### config.mk
export PLATFORM = sky130hd
export DESIGN_NAME = load_scoreboard_flat
export DESIGN_NICKNAME = d
export VERILOG_FILES = /design/src/rtl/load_scoreboard_if.sv /design/src/rtl/load_scoreboard.sv /design/src/flat_wrapper.sv
export SDC_FILE = /design/constraint.sdc
export NUM_CORES = 1
export LEC_CHECK = 0
export CORE_ASPECT_RATIO = 1.5
export CORE_MARGIN = 5
export CORE_UTILIZATION = 47
export CTS_BUF_LIST = sky130_fd_sc_hd__clkbuf_2
export DETAILED_ROUTE_END_ITERATION = 10
export PLACE_DENSITY = 0.71
export RECOVER_POWER = 25
export SYNTH_ARGS = -nofsm -noshare
export SYNTH_HDL_FRONTEND = slang
export SYNTH_SLANG_ARGS = --single-unit
### constraint.sdc
create_clock -name clk_i -period 2.5 [get_ports clk_i]
set_input_delay 0.5 -clock clk_i [delete_from_list [all_inputs] [get_ports clk_i]]
set_output_delay 0.5 -clock clk_i [all_outputs]
set_load 0.02 [all_outputs]
### src/rtl/load_scoreboard_if.sv
// Decode/MEM-side signal bundle of the load scoreboard.
// The slave modport is the scoreboard; the master modport is the pipeline driving it.
interface load_scoreboard_if #(
   parameter int DEPTH = 4
);
   localparam int CW = $clog2(DEPTH) + 1;

   logic          issue_i;
   logic [4:0]    issue_rd_i;
   logic          resp_i;
   logic [4:0]    rs_i;
   logic [4:0]    rt_i;
   logic          stall_o;
   logic          full_o;
   logic [4:0]    wb_rd_o;
   logic [CW-1:0] count_o;
   logic          err_o;

   modport slave (
      input  issue_i, issue_rd_i, resp_i, rs_i, rt_i,
      output stall_o, full_o, wb_rd_o, count_o, err_o
   );

   modport master (
      output issue_i, issue_rd_i, resp_i, rs_i, rt_i,
      input  stall_o, full_o, wb_rd_o, count_o, err_o
   );
endinterface

### src/rtl/load_scoreboard.sv
// In-order queue of loads in flight to variable-latency memory; stalls decode while
// a source register is still owed by an outstanding load.
module load_scoreboard #(
   parameter int DEPTH = 4
) (
   input  logic             clk_i,
   input  logic             rst_i,
   load_scoreboard_if.slave sb
);
   localparam int PW = (DEPTH > 1) ? $clog2(DEPTH) : 1;
   localparam int CW = $clog2(DEPTH) + 1;

   logic [4:0]       rd_q [DEPTH];
   logic [4:0]       rd_d [DEPTH];
   logic [DEPTH-1:0] vld_q, vld_d;
   logic [PW-1:0]    wr_ptr_q, wr_ptr_d;
   logic [PW-1:0]    rd_ptr_q, rd_ptr_d;
   logic [CW-1:0]    count_q, count_d;
   logic             err_q, err_d;

   logic full, empty, deq, accept, bad, stall;

   always_comb begin
      full   = (count_q == CW'(DEPTH));
      empty  = (count_q == '0);
      deq    = sb.resp_i && !empty;
      // At full a same-cycle retire frees the slot the new load lands in.
      accept = sb.issue_i && (!full || sb.resp_i);
      bad    = (sb.resp_i && empty) || (sb.issue_i && full && !sb.resp_i);

      rd_d     = rd_q;
      vld_d    = vld_q;
      wr_ptr_d = wr_ptr_q;
      rd_ptr_d = rd_ptr_q;
      count_d  = count_q;
      err_d    = err_q | bad;

      // Retire before enqueue so a full-queue swap on the same slot ends up valid.
      if (deq) begin
         vld_d[rd_ptr_q] = 1'b0;
         rd_ptr_d        = rd_ptr_q + PW'(1);
      end
      if (accept) begin
         rd_d[wr_ptr_q]  = sb.issue_rd_i;
         vld_d[wr_ptr_q] = 1'b1;
         wr_ptr_d        = wr_ptr_q + PW'(1);
      end

      case ({accept, deq})
         2'b10:   count_d = count_q + CW'(1);
         2'b01:   count_d = count_q - CW'(1);
         default: count_d = count_q;
      endcase
   end

   // Register 0 is never busy, so a zero operand never matches.
   always_comb begin
      stall = 1'b0;
      for (int i = 0; i < DEPTH; i++) begin
         if (vld_q[i] && (((sb.rs_i != 5'd0) && (rd_q[i] == sb.rs_i)) ||
                          ((sb.rt_i != 5'd0) && (rd_q[i] == sb.rt_i))))
            stall = 1'b1;
      end
   end

   always_ff @(posedge clk_i or negedge rst_i) begin
      if (!rst_i) begin
         rd_q     <= '{default: '0};
         vld_q    <= '0;
         wr_ptr_q <= '0;
         rd_ptr_q <= '0;
         count_q  <= '0;
         err_q    <= 1'b0;
      end else begin
         rd_q     <= rd_d;
         vld_q    <= vld_d;
         wr_ptr_q <= wr_ptr_d;
         rd_ptr_q <= rd_ptr_d;
         count_q  <= count_d;
         err_q    <= err_d;
      end
   end

   assign sb.stall_o = stall;
   assign sb.full_o  = full;
   assign sb.wb_rd_o = rd_q[rd_ptr_q];
   assign sb.count_o = count_q;
   assign sb.err_o   = err_q;
endmodule

### src/flat_wrapper.sv
// flat-port wrapper written by rule: the top's interface ports become plain ports
module load_scoreboard_flat 
#(
   parameter int DEPTH = 4
)
  (clk_i, rst_i, sb_issue_i, sb_issue_rd_i, sb_resp_i, sb_rs_i, sb_rt_i, sb_stall_o, sb_full_o, sb_wb_rd_o, sb_count_o, sb_err_o);
  load_scoreboard_if #(.DEPTH(DEPTH)) sb_i ();
  input  logic clk_i;
  input  logic rst_i;
  input wire logic [$bits(sb_i.issue_i)-1:0] sb_issue_i;
  input wire logic [$bits(sb_i.issue_rd_i)-1:0] sb_issue_rd_i;
  input wire logic [$bits(sb_i.resp_i)-1:0] sb_resp_i;
  input wire logic [$bits(sb_i.rs_i)-1:0] sb_rs_i;
  input wire logic [$bits(sb_i.rt_i)-1:0] sb_rt_i;
  output wire logic [$bits(sb_i.stall_o)-1:0] sb_stall_o;
  output wire logic [$bits(sb_i.full_o)-1:0] sb_full_o;
  output wire logic [$bits(sb_i.wb_rd_o)-1:0] sb_wb_rd_o;
  output wire logic [$bits(sb_i.count_o)-1:0] sb_count_o;
  output wire logic [$bits(sb_i.err_o)-1:0] sb_err_o;
  assign sb_i.issue_i = sb_issue_i;
  assign sb_i.issue_rd_i = sb_issue_rd_i;
  assign sb_i.resp_i = sb_resp_i;
  assign sb_i.rs_i = sb_rs_i;
  assign sb_i.rt_i = sb_rt_i;
  assign sb_stall_o = sb_i.stall_o;
  assign sb_full_o = sb_i.full_o;
  assign sb_wb_rd_o = sb_i.wb_rd_o;
  assign sb_count_o = sb_i.count_o;
  assign sb_err_o = sb_i.err_o;
  load_scoreboard #(.DEPTH(DEPTH)) u_core (.clk_i(clk_i), .rst_i(rst_i), .sb(sb_i));
endmodule
==> out/qor.csv <==
metric;value;unit
finalCritPeriodShare;97.7;%
root_buffer;clkbuf_2;
start_util;48.6;%
syn2layout_area_growth;21.3;%
seqPwrFrac;37.7;%
slowest_stage;or4_4;
rows;29;
worst_pin_slew;1.73;ns
cts_hold_buf;0;
syn_avg_cell_area;11.1;sq um
grt_max_degree;33;
comb_power_share;55.1;%
drtIter0Drc;82;
ys_seq_area_share;38.8;%
path_max_fanout;4;
ant_nets;0;
multi_input_area;1180;sq um
place_area;2420;sq um
setup_viol;0;
vias;1516;
status;finished with violations;
ys_warn_count;0;
seq_area;802;sq um
clk_pin_slew_worst_paths;0.14;ns
cp_cell_sequence;dlygate4sd2_1 -> or4_4 -> nor2_4 -> nor4_2 -> o21ai_1 -> nand4_1 -> buf_6;
drc;0;
power_switching;1280;uW
clkPwrFrac;7.2;%
cp_top_family;simple AND/OR/NAND/NOR gates;
post-route-min-period;2.44;ns
timing.hold.ws;0.502;ns
antenna-diode-count;0;
dieArea;5840;sq um
p_leak;0.00110;uW
ys_seq_elements;32;
peakVddDrop;0.697;mV
dp.final_hpwl;3760;um
p_sw_share;42.2;%
drive_gt1_share;23.7;%
synth_fp_nets;215;
cp_num_buf_inv;2;
wl;4880;um
slew_violations;33;
cts_buffer_depth;2;
firstDrtPassIters;4;
io_pins;30;
critPathMaxStageDelay;0.54;ns
setup_slack;0.0568;ns
tns;0;ns
rsz0062_at_grt;true;
cts_made_buffers;5;
track_usage;17.7;%
place.gp.congestion;0.856;
avgViaCountPerCell;5.61;
critPathRequiredTime;2.00;ns
setup.worst_path.class;in -> out;
rrSetupSlack;0.33;ns
dieWidth;64.1;um
max_freq;409;MHz
cts_tree;yes;
drv_cap;1;
grt_pass1_vias;1720;
cp.arrival;1.94;ns
cp-end-kind;output port;
grt.overflow.total;0;
hold_violations;0;
violations;capacitance limit, slew limit;
p_per_area;1210;nW/um^2
clk_latency;0.35;ns
fillers;375;
nets;253;
syn_area;2060;sq um
setup.worst_path.start_class;input port;
die_height;91.1;um
syn_inst;186;
place_ws;-0.502;ns
final_area;2500;sq um
portBuffers;29;
core_area;4250;sq um
wl_per_cell;18.1;um
internal_power;1750;uW
slew_headroom;-15.6;%
yosysUniqueCellTypes;27;
clkSinkCount;32;
grt_first_pass_wirelength;8010;um
hold_class;reg -> reg;
htreeDepth;2;
antenna_found_initial;0;
fin_worst_skew;0.0127;ns
[synth_stat cells (all sizes together)]
| library cell | instances | area share (%) |
|---|---|---|
| mux2 | 20 | 11 |
| or4 | 2 | 1.1 |
| nor2 | 3 | 1.3 |
| a21oi | 1 | 0.24 |
| ha | 9 | 5.5 |
| o21ai | 6 | 1.5 |
| o31a | 1 | 0.42 |
| nor4 | 8 | 2.4 |
| mux4 | 5 | 5.5 |
| xnor2 | 27 | 11 |
| fa | 1 | 0.97 |
| xor2 | 18 | 7.6 |
| inv | 9 | 1.6 |
| nand4 | 1 | 0.30 |
| dfrtp | 32 | 39 |
| buf | 9 | 3.0 |
| mux2i | 1 | 0.49 |
| clkbuf | 4 | 0.73 |
| o21a | 1 | 0.36 |
| nand2 | 18 | 3.3 |
| nand3 | 9 | 2.2 |
| o21bai | 1 | 0.36 |
[routing by layer]
metal	global-route usage [%]	up-vias	wire length [um]
met5	0	-	0
met4	10.2	0	233
met3	4.20	18	243
met2	32.1	49	2690
met1	17.8	745	1720
li1	-	704	-
[cells by family (layout without fill, tap and decap cells)]
| group | Yosys count | in the layout | share of synthesized area [%] |
|---|---|---|---|
| AO/OA/AOI/OAI | 10 | 10 | 2.85 |
| AND/OR/NAND/NOR | 41 | 41 | 10.6 |
| XOR/XNOR | 45 | 45 | 19.1 |
| adder cells (fa/ha/maj) | 10 | 10 | 6.43 |
| buffers and inverters | 22 | 60 | 5.34 |
| flip-flops | 32 | 32 | 38.8 |
| multiplexers | 26 | 26 | 16.9 |
[layout make-up]
| class | count | area share [%] |
|---|---|---|
| Inverter | 9 | 1.35 |
| Sequential cell | 32 | 32.1 |
| Multi-Input combinational cell | 132 | 47.1 |
| Tap cell | 46 | 2.30 |
| Clock buffer | 5 | 1.00 |
| Timing Repair Buffer | 44 | 15.9 |
| Clock inverter | 2 | 0.300 |
[worst paths after layout]
kind | startpoint | cells after the start | end
max in group asynchronous | rst_i | 2 | u_core.rd_ptr_q[0]$_DFFE_PN0N_
worst max register to register | u_core.sb.count_o[0]$_DFFE_PN0P_ | 10 | u_core.sb.count_o[2]$_DFFE_PN0P_
worst max-delay path | sb_rt_i[3] | 7 | sb_stall_o
worst min register to register | u_core.sb.err_o$_DFF_PN0_ | 1 | u_core.sb.err_o$_DFF_PN0_
min in group asynchronous | rst_i | 2 | u_core.rd_q[4]$_DFFE_PN0P_
worst min-delay path | u_core.sb.err_o$_DFF_PN0_ | 1 | u_core.sb.err_o$_DFF_PN0_
[placed cells by master, fill, tap and decap left out, drive strengths merged]
cell / instances
xnor2: 27
dlygate4sd3: 1
a21oi: 1
nand2: 18
clkinv: 2
nand4: 1
clkdlybuf4s50: 15
buf: 15
fa: 1
or4: 2
mux4: 5
clkbuf: 6
inv: 9
ha: 9
nand3: 9
xor2: 18
mux2i: 1
o21a: 1
dlymetal6s2s: 3
o21ai: 6
nor2: 3
o21bai: 1
mux2: 20
o31a: 1
dlygate4sd2: 9
dfrtp: 32
nor4: 8
[flip-flops by register name (all words and copies together) (netlist names)]
name	cells
u_core.rd_ptr_q	2
u_core.rd_q	20
u_core.sb.count_o	3
u_core.sb.err_o	1
u_core.vld_q	4
u_core.wr_ptr_q	2
[repair_timing]
item                                    CTS  global route
setup buffers                             2             2
pin swaps                                12             9
endpoints found under the setup margin    6             5
gates resized for setup                  18             5
[stage by stage]
| step | total power [uW] | std cells | utilization [%] |
|---|---|---|---|
| finish | 3030 | 270 | 58.9 |
| global placement | 2660 | 259 | 56.9 |
| global route | 3220 | 270 | 58.9 |
| floorplan | 2160 | 186 | - |
| CTS | 3000 | 268 | 58.2 |
| detailed placement | 2760 | 259 | 56.9 |
[worst reg2reg max path: stages, from the launching register on]
cell and delay (ns):
dfrtp_1 0.46, inv_1 0.12, nand3_1 0.13, o21a_1 0.22, inv_1 0.07, ha_1 0.19
inv_1 0.07, fa_1 0.38, xor2_1 0.15, nor2_1 0.14, xor2_1 0.17
[power by group through the flow]
stage / clock network, uW / registers, uW / logic [uW]
6_report: 219 / 1140 / 1670
3_3_place_gp: 0 / 1130 / 1520
2_1_floorplan: 0 / 1060 / 1110
5_1_grt: 249 / 1180 / 1790
3_5_place_dp: 0 / 1160 / 1600
4_1_cts: 226 / 1140 / 1640
No activity file was read; power rests on OpenSTA's default activity.
